**src/rtl/serial_adder_pkg.sv**
```systemverilog
// Shared FSM state encoding for the bit-serial add/subtract controller.
package serial_adder_pkg;

  typedef enum logic [1:0] {
    ST_IDLE = 2'd0,
    ST_RUN  = 2'd1,
    ST_DONE = 2'd2
  } state_e;

endpackage

```
**src/rtl/fulladder.sv**
```systemverilog
// Single-bit full-adder cell; the only arithmetic element of the serial datapath.
module fulladder (
  input  logic i_a,
  input  logic i_b,
  input  logic i_cin,
  output logic o_sum,
  output logic o_cout
);

  assign o_sum  = i_a ^ i_b ^ i_cin;
  assign o_cout = (i_a & i_b) | (i_cin & (i_a ^ i_b));

endmodule

```
**src/rtl/serial_adder_ctrl.sv**
```systemverilog
// Bit-serial A+B / A-B unit: one full-adder cell, LSB first, WIDTH cycles per operation.
module serial_adder_ctrl
  import serial_adder_pkg::*;
#(
  parameter int unsigned WIDTH = 8
) (
  input  logic             clk,
  input  logic             rst,
  input  logic             start,
  input  logic             sub,
  input  logic [WIDTH-1:0] a,
  input  logic [WIDTH-1:0] b,
  output logic             busy,
  output logic             done,
  output logic [WIDTH-1:0] sum,
  output logic             cout,
  output logic             overflow
);

  localparam int unsigned CW = $clog2(WIDTH);

  state_e           r_state;
  state_e           w_state_nxt;
  logic [WIDTH-1:0] r_a;
  logic [WIDTH-1:0] r_b;
  logic [WIDTH-1:0] r_sum;
  logic [CW-1:0]    r_cnt;
  logic             r_carry;
  logic             r_ovf;
  logic             w_fa_sum;
  logic             w_fa_cout;
  logic             w_last;

  fulladder u_fa (
    .i_a    (r_a[0]),
    .i_b    (r_b[0]),
    .i_cin  (r_carry),
    .o_sum  (w_fa_sum),
    .o_cout (w_fa_cout)
  );

  assign w_last = (r_cnt == CW'(WIDTH - 1));

  always_ff @(posedge clk) begin
    if (rst) r_state <= ST_IDLE;
    else     r_state <= w_state_nxt;
  end

  always_comb begin
    w_state_nxt = r_state;
    case (r_state)
      ST_IDLE: if (start) w_state_nxt = ST_RUN;
      ST_RUN:  if (w_last) w_state_nxt = ST_DONE;
      ST_DONE: w_state_nxt = ST_IDLE;
      default: w_state_nxt = ST_IDLE;
    endcase
  end

  // Subtraction is A + ~B + 1: invert B on capture and seed the carry with sub.
  always_ff @(posedge clk) begin
    if (rst) begin
      r_a     <= '0;
      r_b     <= '0;
      r_sum   <= '0;
      r_cnt   <= '0;
      r_carry <= 1'b0;
      r_ovf   <= 1'b0;
    end else begin
      case (r_state)
        ST_IDLE: begin
          if (start) begin
            r_a     <= a;
            r_b     <= sub ? ~b : b;
            r_carry <= sub;
            r_cnt   <= '0;
            r_sum   <= '0;
            r_ovf   <= 1'b0;
          end
        end
        ST_RUN: begin
          r_sum   <= {w_fa_sum, r_sum[WIDTH-1:1]};
          r_carry <= w_fa_cout;
          r_a     <= r_a >> 1;
          r_b     <= r_b >> 1;
          // Counter holds at WIDTH-1 instead of wrapping on the final bit.
          if (w_last) r_ovf <= r_carry ^ w_fa_cout;
          else        r_cnt <= r_cnt + CW'(1);
        end
        default: ;
      endcase
    end
  end

  assign busy     = (r_state == ST_RUN) || (r_state == ST_DONE);
  assign done     = (r_state == ST_DONE);
  assign sum      = r_sum;
  assign cout     = r_carry;
  assign overflow = r_ovf;

endmodule

```
**config.mk**
```make
export PLATFORM = sky130hd
export DESIGN_NAME = serial_adder_ctrl
export DESIGN_NICKNAME = d
export VERILOG_FILES = /design/src/rtl/serial_adder_pkg.sv /design/src/rtl/fulladder.sv /design/src/rtl/serial_adder_ctrl.sv
export SDC_FILE = /design/constraint.sdc
export NUM_CORES = 1
export LEC_CHECK = 0
export BUFFER_PORTS_ARGS = -buffer_cell sky130_fd_sc_hd__buf_4
export CORE_MARGIN = 2
export CORE_UTILIZATION = 57
export CTS_CLUSTER_SIZE = 28
export DETAILED_ROUTE_END_ITERATION = 16
export GPL_ROUTABILITY_DRIVEN = 1
export GPL_TIMING_DRIVEN = 0
export MAX_ROUTING_LAYER = met4
export PLACE_DENSITY = 0.93
export SETUP_SLACK_MARGIN = 0.2
export SYNTH_ARGS = -nofsm -noshare
export SYNTH_HDL_FRONTEND = slang
export SYNTH_SLANG_ARGS = --single-unit
```
**constraint.sdc**
```tcl
create_clock -name clk -period 3.9 [get_ports clk]
set_input_delay 0.78 -clock clk [delete_from_list [all_inputs] [get_ports clk]]
set_output_delay 0.78 -clock clk [all_outputs]
set_load 0.03 [all_outputs]
```
==> results of run 1 <==
per-stage QoR:
stage,hold WS (ps),area (um2),total power [mW],std cells
floorplan,427,1530,0.518,164
global placement,433,1790,0.562,224
detailed placement,448,1790,0.576,224
CTS,460,1850,0.764,231
global route,484,1850,0.805,231
finish,456,1850,0.760,231
registers in the layout, summed over array words and instances, names as in the netlist:
name,count
overflow,1
sum,8
r_b,8
r_cnt,3
r_state,2
cout,1
r_a,8
tightest hold or removal path, stage by stage (launching register included):
cell,delay (ps)
dfxtp_1,310
nand2_1,50
a21oi_1,50
logic make-up after synthesis:
family / after synthesis / synth area share (%)
adders and majority gates: 8 / 7.05
AOI/OAI and AO/OA: 41 / 18.6
buffers and inverters: 19 / 6.80
DFF: 31 / 40.7
and+or+nand+nor: 46 / 14.8
xor gates and xnor gates: 9 / 5.16
muxes: 10 / 6.97
worst max-delay path by stage:
stage | endpoint | slack, ps | cells after the start
after CTS | busy | 1850 | 3
after floorplan | busy | 2300 | 2
after detailed placement | r_b[3] | 1980 | 4
after global routing | busy | 1820 | 3
after global placement | r_state[0] | 2040 | 4
final | busy | 1870 | 3
where the power goes:
| part | internal, mW | switching, mW |
|---|---|---|
| Combinational | 0.0935 | 0.119 |
| Clock | 0.0834 | 0.105 |
| Sequential | 0.345 | 0.0146 |
| Total | 0.521 | 0.238 |
final cells by class:
| cell class | count | share of cell area, % |
|---|---|---|
| well taps | 30 | 2.03 |
| multi-input cells | 114 | 43.5 |
| repair buffers | 30 | 12.2 |
| inverters | 6 | 1.22 |
| clock inverters | 1 | 0.271 |
| clock buffers | 6 | 2.78 |
| plain buffers | 13 | 4.41 |
| flip-flops and latches | 31 | 33.6 |
synthesized netlist by cell type (2+ instances only):
cell type / number / area (um2)
nand2b_1: 9 / 56.3
nand2_1: 12 / 45.0
a32oi_1: 8 / 70.1
a21oi_1: 13 / 65.1
o211ai_1: 8 / 60.1
clkbuf_1: 2 / 7.51
inv_1: 6 / 22.5
mux2i_1: 8 / 80.1
a211oi_1: 7 / 52.6
nor2_1: 16 / 60.1
a22o_1: 2 / 17.5
xnor2_1: 2 / 17.5
buf_4: 5 / 37.5
dfxtp_1: 31 / 621
ha_1: 7 / 87.6
xor2_1: 7 / 61.3
nor2b_1: 2 / 12.5
buf_2: 4 / 20.0
metal layers:
metal / vias up / part of all wire, % / GRT usage, % / wire, um
met4: 0 / 2.5 / 11.8 / 86
met5: - / 0 / - / 0
met3: 10 / 5.4 / 6.74 / 185
met2: 49 / 51 / 41.5 / 1730
met1: 636 / 41 / 27.9 / 1410
li1: 647 / - / - / -
==> summary.txt, run 1 <==
Clock tree
  • Post-CTS setup buffer count: 0
  • CTS Buf Count: 5
  • H-Tree Depth: 2
  • # clock sinks: 31
  • Later-pin clock latency in the skew report: 330 ps
  • Root Driver: clkbuf_4
  • Clock-pin slew on the worst setup and hold paths: 90 ps
  • CTS Hold Bufs: 0
  • CTS tree: done
  • Clock Path Buffers: 2
  • Post-CTS sizing: 0

GRT
  • Largest net degree at the start of global routing: 11
  • Total GRT Usage: 25.0%
  • Grt total ovfl: 0
  • Initial antenna violation count: 0
  • Vias in the first global route: 1,300
  • First-pass GRT wire length: 5980 um

Worst setup path
  • CP top delay family: flip-flops
  • Crit-path cells: inv_1 -> ha_1 -> buf_4
  • Reg2reg start: r_state[1]
  • Reg2Reg Setup Slack: 2150 ps
  • Slowest stage delay, CP: 370 ps
  • CP required: 3120 ps
  • CP max-delay cell: dfxtp_1
  • Critical path class: register to primary output
  • WP buf/inv: 2
  • RR Endpoint: r_b[3]
  • Startpoint types: register
  • CP endpoint kind: primary output
  • R2R cell count: 7
  • Crit-path max FO: 3
  • Data arrival, critical path: 1250 ps
  • CP startpoint: r_state[1]

Cells and area
  • Most frequent cells in the layout: buf_4 (35), dfxtp_1 (31), nor2_1 (16), a21oi_1 (13), nand2_1 (12)
  • Layout fillers: 175
  • Most common cell after layout, fill and taps aside: buf_4
  • ANT cells: 0
  • Area occupied by multi-input gates: 802 um2
  • Sequential cell area: 621 um2
  • Finished Core Util: 73.8%
  • Fin nets: 229
  • Layout cell share with drive strength beyond 1: 25.9%
  • Layout area overhead: 20.9%

Timing
  • Final Cycle Share: 51.9%
  • Final setup vio count: 0
  • Final setup margin: 1870 ps
  • Fmax: 494 MHz
  • Setup TNS Final: 0 ps
  • Tmin final: 2030 ps
  • Clock skew: 4.51 ps
  • RSZ-0062 raised after global routing: false
  • Worst-Margin Slew: 485 ps
  • Max-slew violations: 0
  • Max_slew headroom: 67.7%
  • Final hold violation count: 0

Synth
  • Netlist Area Pre-Place: 0.00153 mm2
  • Synth Instances: 164
  • Mapped Nets: 192
  • Warnings from Yosys: 0
  • Synth async-reset ratio: 0%
  • Number of synthesized flops with an enable pin: 0
  • Yosys reg bits: 31
  • Ys flop type: dfxtp_1
  • Average cell area after synthesis: 9.31 um2
  • Seq/Total Area, Yosys: 40.7%
  • Post-synth cell types: 33

Power
  • Leak: 0.780 nW
  • Pwr Density: 412 mW/mm2
  • VDD IR max: 0.323 mV

Route
  • DRC Markers: 0
  • Final antenna-violating net count: 0
  • DRT iter0 DRCs: 57
  • Routed WL per cell: 14.8 um
  • Vias per cell: 5.81
  • Total number of vias: 1,342
  • DR pass1 iterations: 4
  • Routed wire length: 3410 um

Placed design
  • Gpl congestion: 0.855
  • DP HPWL: 2520 um
  • I/O Buffers: 30
  • DP Worst Slack: 1980 ps

Die
  • Initial Utilization: 61.1%
  • Die area: 0.00311 mm2
  • Ports: 32
  • Die X: 55.8 um
  • Core footprint: 0.00250 mm2
  • Std cell rows: 18
  • Die H: 55.8 um

Worst hold path
  • Min-Delay Path Class: register to register
  • Beginning of the worst hold path: r_b[4]
  • Hold Crit Depth: 2
  • Hold EP: r_b[4]

Flow run
  • MaxCap Viol Count: 0

Outcome
  • Status: completed
No activity file was read; power rests on OpenSTA's default activity.
==> run 2: changes to the inputs <==
--- a/config.mk
+++ b/config.mk
@@ -5,15 +5,16 @@
 export SDC_FILE = /design/constraint.sdc
 export NUM_CORES = 1
 export LEC_CHECK = 0
+export ABC_AREA = 1
 export BUFFER_PORTS_ARGS = -buffer_cell sky130_fd_sc_hd__buf_4
 export CORE_MARGIN = 2
-export CORE_UTILIZATION = 57
+export CORE_UTILIZATION = 49
 export CTS_CLUSTER_SIZE = 28
 export DETAILED_ROUTE_END_ITERATION = 16
 export GPL_ROUTABILITY_DRIVEN = 1
 export GPL_TIMING_DRIVEN = 0
 export MAX_ROUTING_LAYER = met4
-export PLACE_DENSITY = 0.93
+export PLACE_DENSITY = 0.85
 export SETUP_SLACK_MARGIN = 0.2
 export SYNTH_ARGS = -nofsm -noshare
 export SYNTH_HDL_FRONTEND = slang
==> constraint.sdc (replaced) <==
create_clock -name clk -period 1.6 [get_ports clk]
set_input_delay 0.32 -clock clk [delete_from_list [all_inputs] [get_ports clk]]
set_output_delay 0.32 -clock clk [all_outputs]
set_load 0.03 [all_outputs]
==> summary.txt, run 2 <==
Worst setup path
  • Critical path class: register to primary output (unchanged)
  • CP top delay family: flip-flops (unchanged)
  • CP max-delay cell: dfxtp_2 (was dfxtp_1)
  • Crit-path cells: inv_2 -> ha_4 -> buf_6 (was inv_1 -> ha_1 -> buf_4)
  • Crit-path max FO: 3 (unchanged)
  • Reg2Reg Setup Slack: 270 ps (was 2150 ps)
  • Startpoint types: register (unchanged)
  • Slowest stage delay, CP: 350 ps (was 370 ps)
  • CP endpoint kind: primary output (unchanged)
  • CP required: 1280 ps (was 3120 ps)
  • Data arrival, critical path: 1130 ps (was 1250 ps)
  • WP buf/inv: 2 (unchanged)

Synth
  • Yosys reg bits: 31 (unchanged)
  • Seq/Total Area, Yosys: 37.2% (was 40.7%)
  • Post-synth top area cell: dfxtp_1 (unchanged)
  • Dominant cells by area after synthesis: dfxtp_1 (37%), nand2_1 (15%), nor2_1 (6.8%) (was dfxtp_1 (41%), ha_1 (5.7%), mux2i_1 (5.2%))
  • Number of synthesized flops with an enable pin: 0 (unchanged)
  • Warnings from Yosys: 0 (unchanged)
  • Synth Instances: 231 (was 164)
  • Synth async-reset ratio: 0% (unchanged)
  • Mapped Nets: 259 (was 192)
  • Most common cell in the netlist: nand2_1 (was dfxtp_1)
  • Ys flop type: dfxtp_1 (unchanged)
  • Top-area cell type share of the netlist area: 37.2% (was 40.7%)
  • Netlist Area Pre-Place: 0.00167 mm2 (was 0.00153 mm2)
  • Post-synth cell types: 26 (was 33)
  • Post-synth top cells: nand2_1 (68), dfxtp_1 (31), nor2_1 (30) (was dfxtp_1 (31), nor2_1 (16), a21oi_1 (13))
  • Average cell area after synthesis: 7.22 um2 (was 9.31 um2)

Outcome
  • Status: completed (unchanged)

Timing
  • Final hold violation count: 0 (unchanged)
  • Tmin final: 1450 ps
  • Setup TNS Final: 0 ps (unchanged)
  • Final Cycle Share: 90.4%
  • Fmax: 691 MHz
  • RSZ-0062 raised after global routing: true (was false)
  • Final setup vio count: 0 (unchanged)
  • Max-slew violations: 0 (unchanged)
  • Hold WS: 161 ps (was 456 ps)
  • Clock skew: 9.05 ps (was 4.51 ps)
  • Max_slew headroom: 71.9% (was 67.7%)
  • Worst-Margin Slew: 421 ps (was 485 ps)

Cells and area
  • ANT cells: 0 (unchanged)
  • Layout cell share with drive strength beyond 1: 32.0% (was 25.9%)
  • Fin nets: 302 (was 229)
  • Layout area overhead: 27.7% (was 20.9%)
  • Most frequent cells in the layout: nand2_1 (67), buf_4 (36), nor2_1 (30), dfxtp_1 (28), a21oi_1 (21) (was buf_4 (35), dfxtp_1 (31), nor2_1 (16), a21oi_1 (13), nand2_1 (12))
  • Design Area, Final: 0.00213 mm2 (was 0.00185 mm2)
  • Finished Core Util: 64.3% (was 73.8%)
  • Most common cell after layout, fill and taps aside: nand2_1 (was buf_4)

Clock tree
  • Clock Path Buffers: 2 (unchanged)
  • CTS tree: done (unchanged)
  • CTS Hold Bufs: 0 (unchanged)
  • Root Driver: clkbuf_4 (unchanged)
  • Later-pin clock latency in the skew report: 340 ps (was 330 ps)
  • H-Tree Depth: 2 (unchanged)
  • Clock-pin slew on the worst setup and hold paths: 100 ps (was 90 ps)
  • # clock sinks: 31 (unchanged)
  • CTS Buf Count: 5 (unchanged)

Worst hold path
  • Min-Delay Path Class: input pin to register (was register to register)

Die
  • Core footprint: 0.00331 mm2 (was 0.00250 mm2)
  • Std cell rows: 21 (was 18)
  • Initial Utilization: 50.4% (was 61.1%)
  • Ports: 32 (unchanged)
  • Die area: 0.00389 mm2 (was 0.00311 mm2)
  • Die H: 62.3 um (was 55.8 um)
  • Die X: 62.3 um (was 55.8 um)

Route
  • Vias per cell: 4.82 (was 5.81)
  • Final antenna-violating net count: 0 (unchanged)
  • Routed wire length: 3430 um (was 3410 um)
  • Routed WL per cell: 10.7 um (was 14.8 um)
  • DRT iter0 DRCs: 83 (was 57)
  • DRC Markers: 0 (unchanged)
  • DR pass1 iterations: 4 (unchanged)
  • Total number of vias: 1,547 (was 1,342)

Power
  • VDD IR max: 0.672 mV (was 0.323 mV)
  • P_int: 1.51 mW (was 521 uW)
  • Reg power frac: 40.6% (was 47.3%)
  • Pwr Density: 1030 mW/mm2 (was 412 mW/mm2)
  • Final Power: 2.20 mW (was 760 uW)
  • Leak: 0.977 nW (was 0.780 nW)
  • Clk pwr share: 28.9% (was 24.8%)
  • Comb power frac: 30.4% (was 27.9%)
  • Psw: 691 uW (was 238 uW)
  • Net Sw Frac: 31.4% (about the same)

Placed design
  • DP Area: 0.00196 mm2 (was 0.00179 mm2)
  • Gpl congestion: 0.786 (was 0.855)
  • DP HPWL: 2410 um (was 2520 um)
  • I/O Buffers: 31 (was 30)

GRT
  • Largest net degree at the start of global routing: 11 (unchanged)
  • Vias in the first global route: 1,452 (was 1,300)
  • Total GRT Usage: 20.4% (was 25.0%)
  • Initial antenna violation count: 0 (unchanged)
  • First-pass GRT wire length: 6160 um (was 5980 um)
  • Grt total ovfl: 0 (unchanged)

Flow run
  • MaxCap Viol Count: 0 (unchanged)
run 2: cell count changes after synthesis, moves of 7 or more:
cell,change
inv_1,+7
a21oi_1,+9
nand2_1,+56
a211oi_1,-7
nor2_1,+14
nand2b_1,-9
mux2i_1,-8
o211ai_1,-8
a32oi_1,-8
o21ai_0,+14
run 2: power groups by stage:
stage	logic (mW)	clock network, mW	registers [mW]
finish	0.668	0.636	0.893
global route	0.750	0.686	0.906
CTS	0.640	0.646	0.890
detailed placement	0.619	0	0.907
global placement	0.611	0	0.905
floorplan	0.452	0	0.919
run 2: logic make-up (layout without fill, tap and decap cells):
family | count (synthesis) | in the layout | share of synthesized area, %
buf+inv | 27 | 71 | 10.1
flops | 31 | 31 | 37.2
simple gates | 118 | 118 | 30.5
fa+ha+maj | 8 | 8 | 6.45
compound gates | 46 | 46 | 15.2
xor+xnor | 1 | 1 | 0.525
run 2: repair_timing:
item | 4_1_cts | 5_1_grt
resized for setup | 8 | 8
endpoints found under the setup margin | 13 | 25
setup buffers | 3 | 2
pin swaps | 1 | 2
hold endpoints to repair | 0 | 0
run 2: metrics by stage:
stage	cells	worst slack (ps)
2_1_floorplan	231	235
3_3_place_gp	308	211
3_5_place_dp	308	184
4_1_cts	319	179
5_1_grt	321	108
6_report	321	153
run 2: final timing paths:
kind | startpoint | endpoint | cells past startpoint
worst max-delay path | r_state[1] | busy | 3
worst min-delay path | rst | r_a[7] | 2
worst max register to register | r_state[0] | r_b[3] | 8
worst min register to register | sum[6] | sum[5] | 2
run 2: cell type report:
class,instances,area [um2]
fillers,292,1180
multi-input cells,173,912
flip-flops and latches,31,624
repair buffers,36,278
plain buffers,10,100
inverters,17,71.3
well taps,46,57.6
clock buffers,6,51.3
clock inverters,2,35.0
run 2: routing by layer:
layer  up-vias  part of all wire [%]  track usage, %
li1        814                     -               -
met1       702                    46            23.3
met2        25                    47            33.3
met3         6                   4.6            7.25
met4         0                   1.9            7.50
met5         -                     0               -
run 2: worst reg2reg max path: stages, from the launching register on:
cell and delay, ps:
dfxtp_2 350, buf_4 150, ha_4 170, buf_6 140, buf_6 140, nand2_1 70
nand2_1 50, a21oi_1 130, nor2_1 50
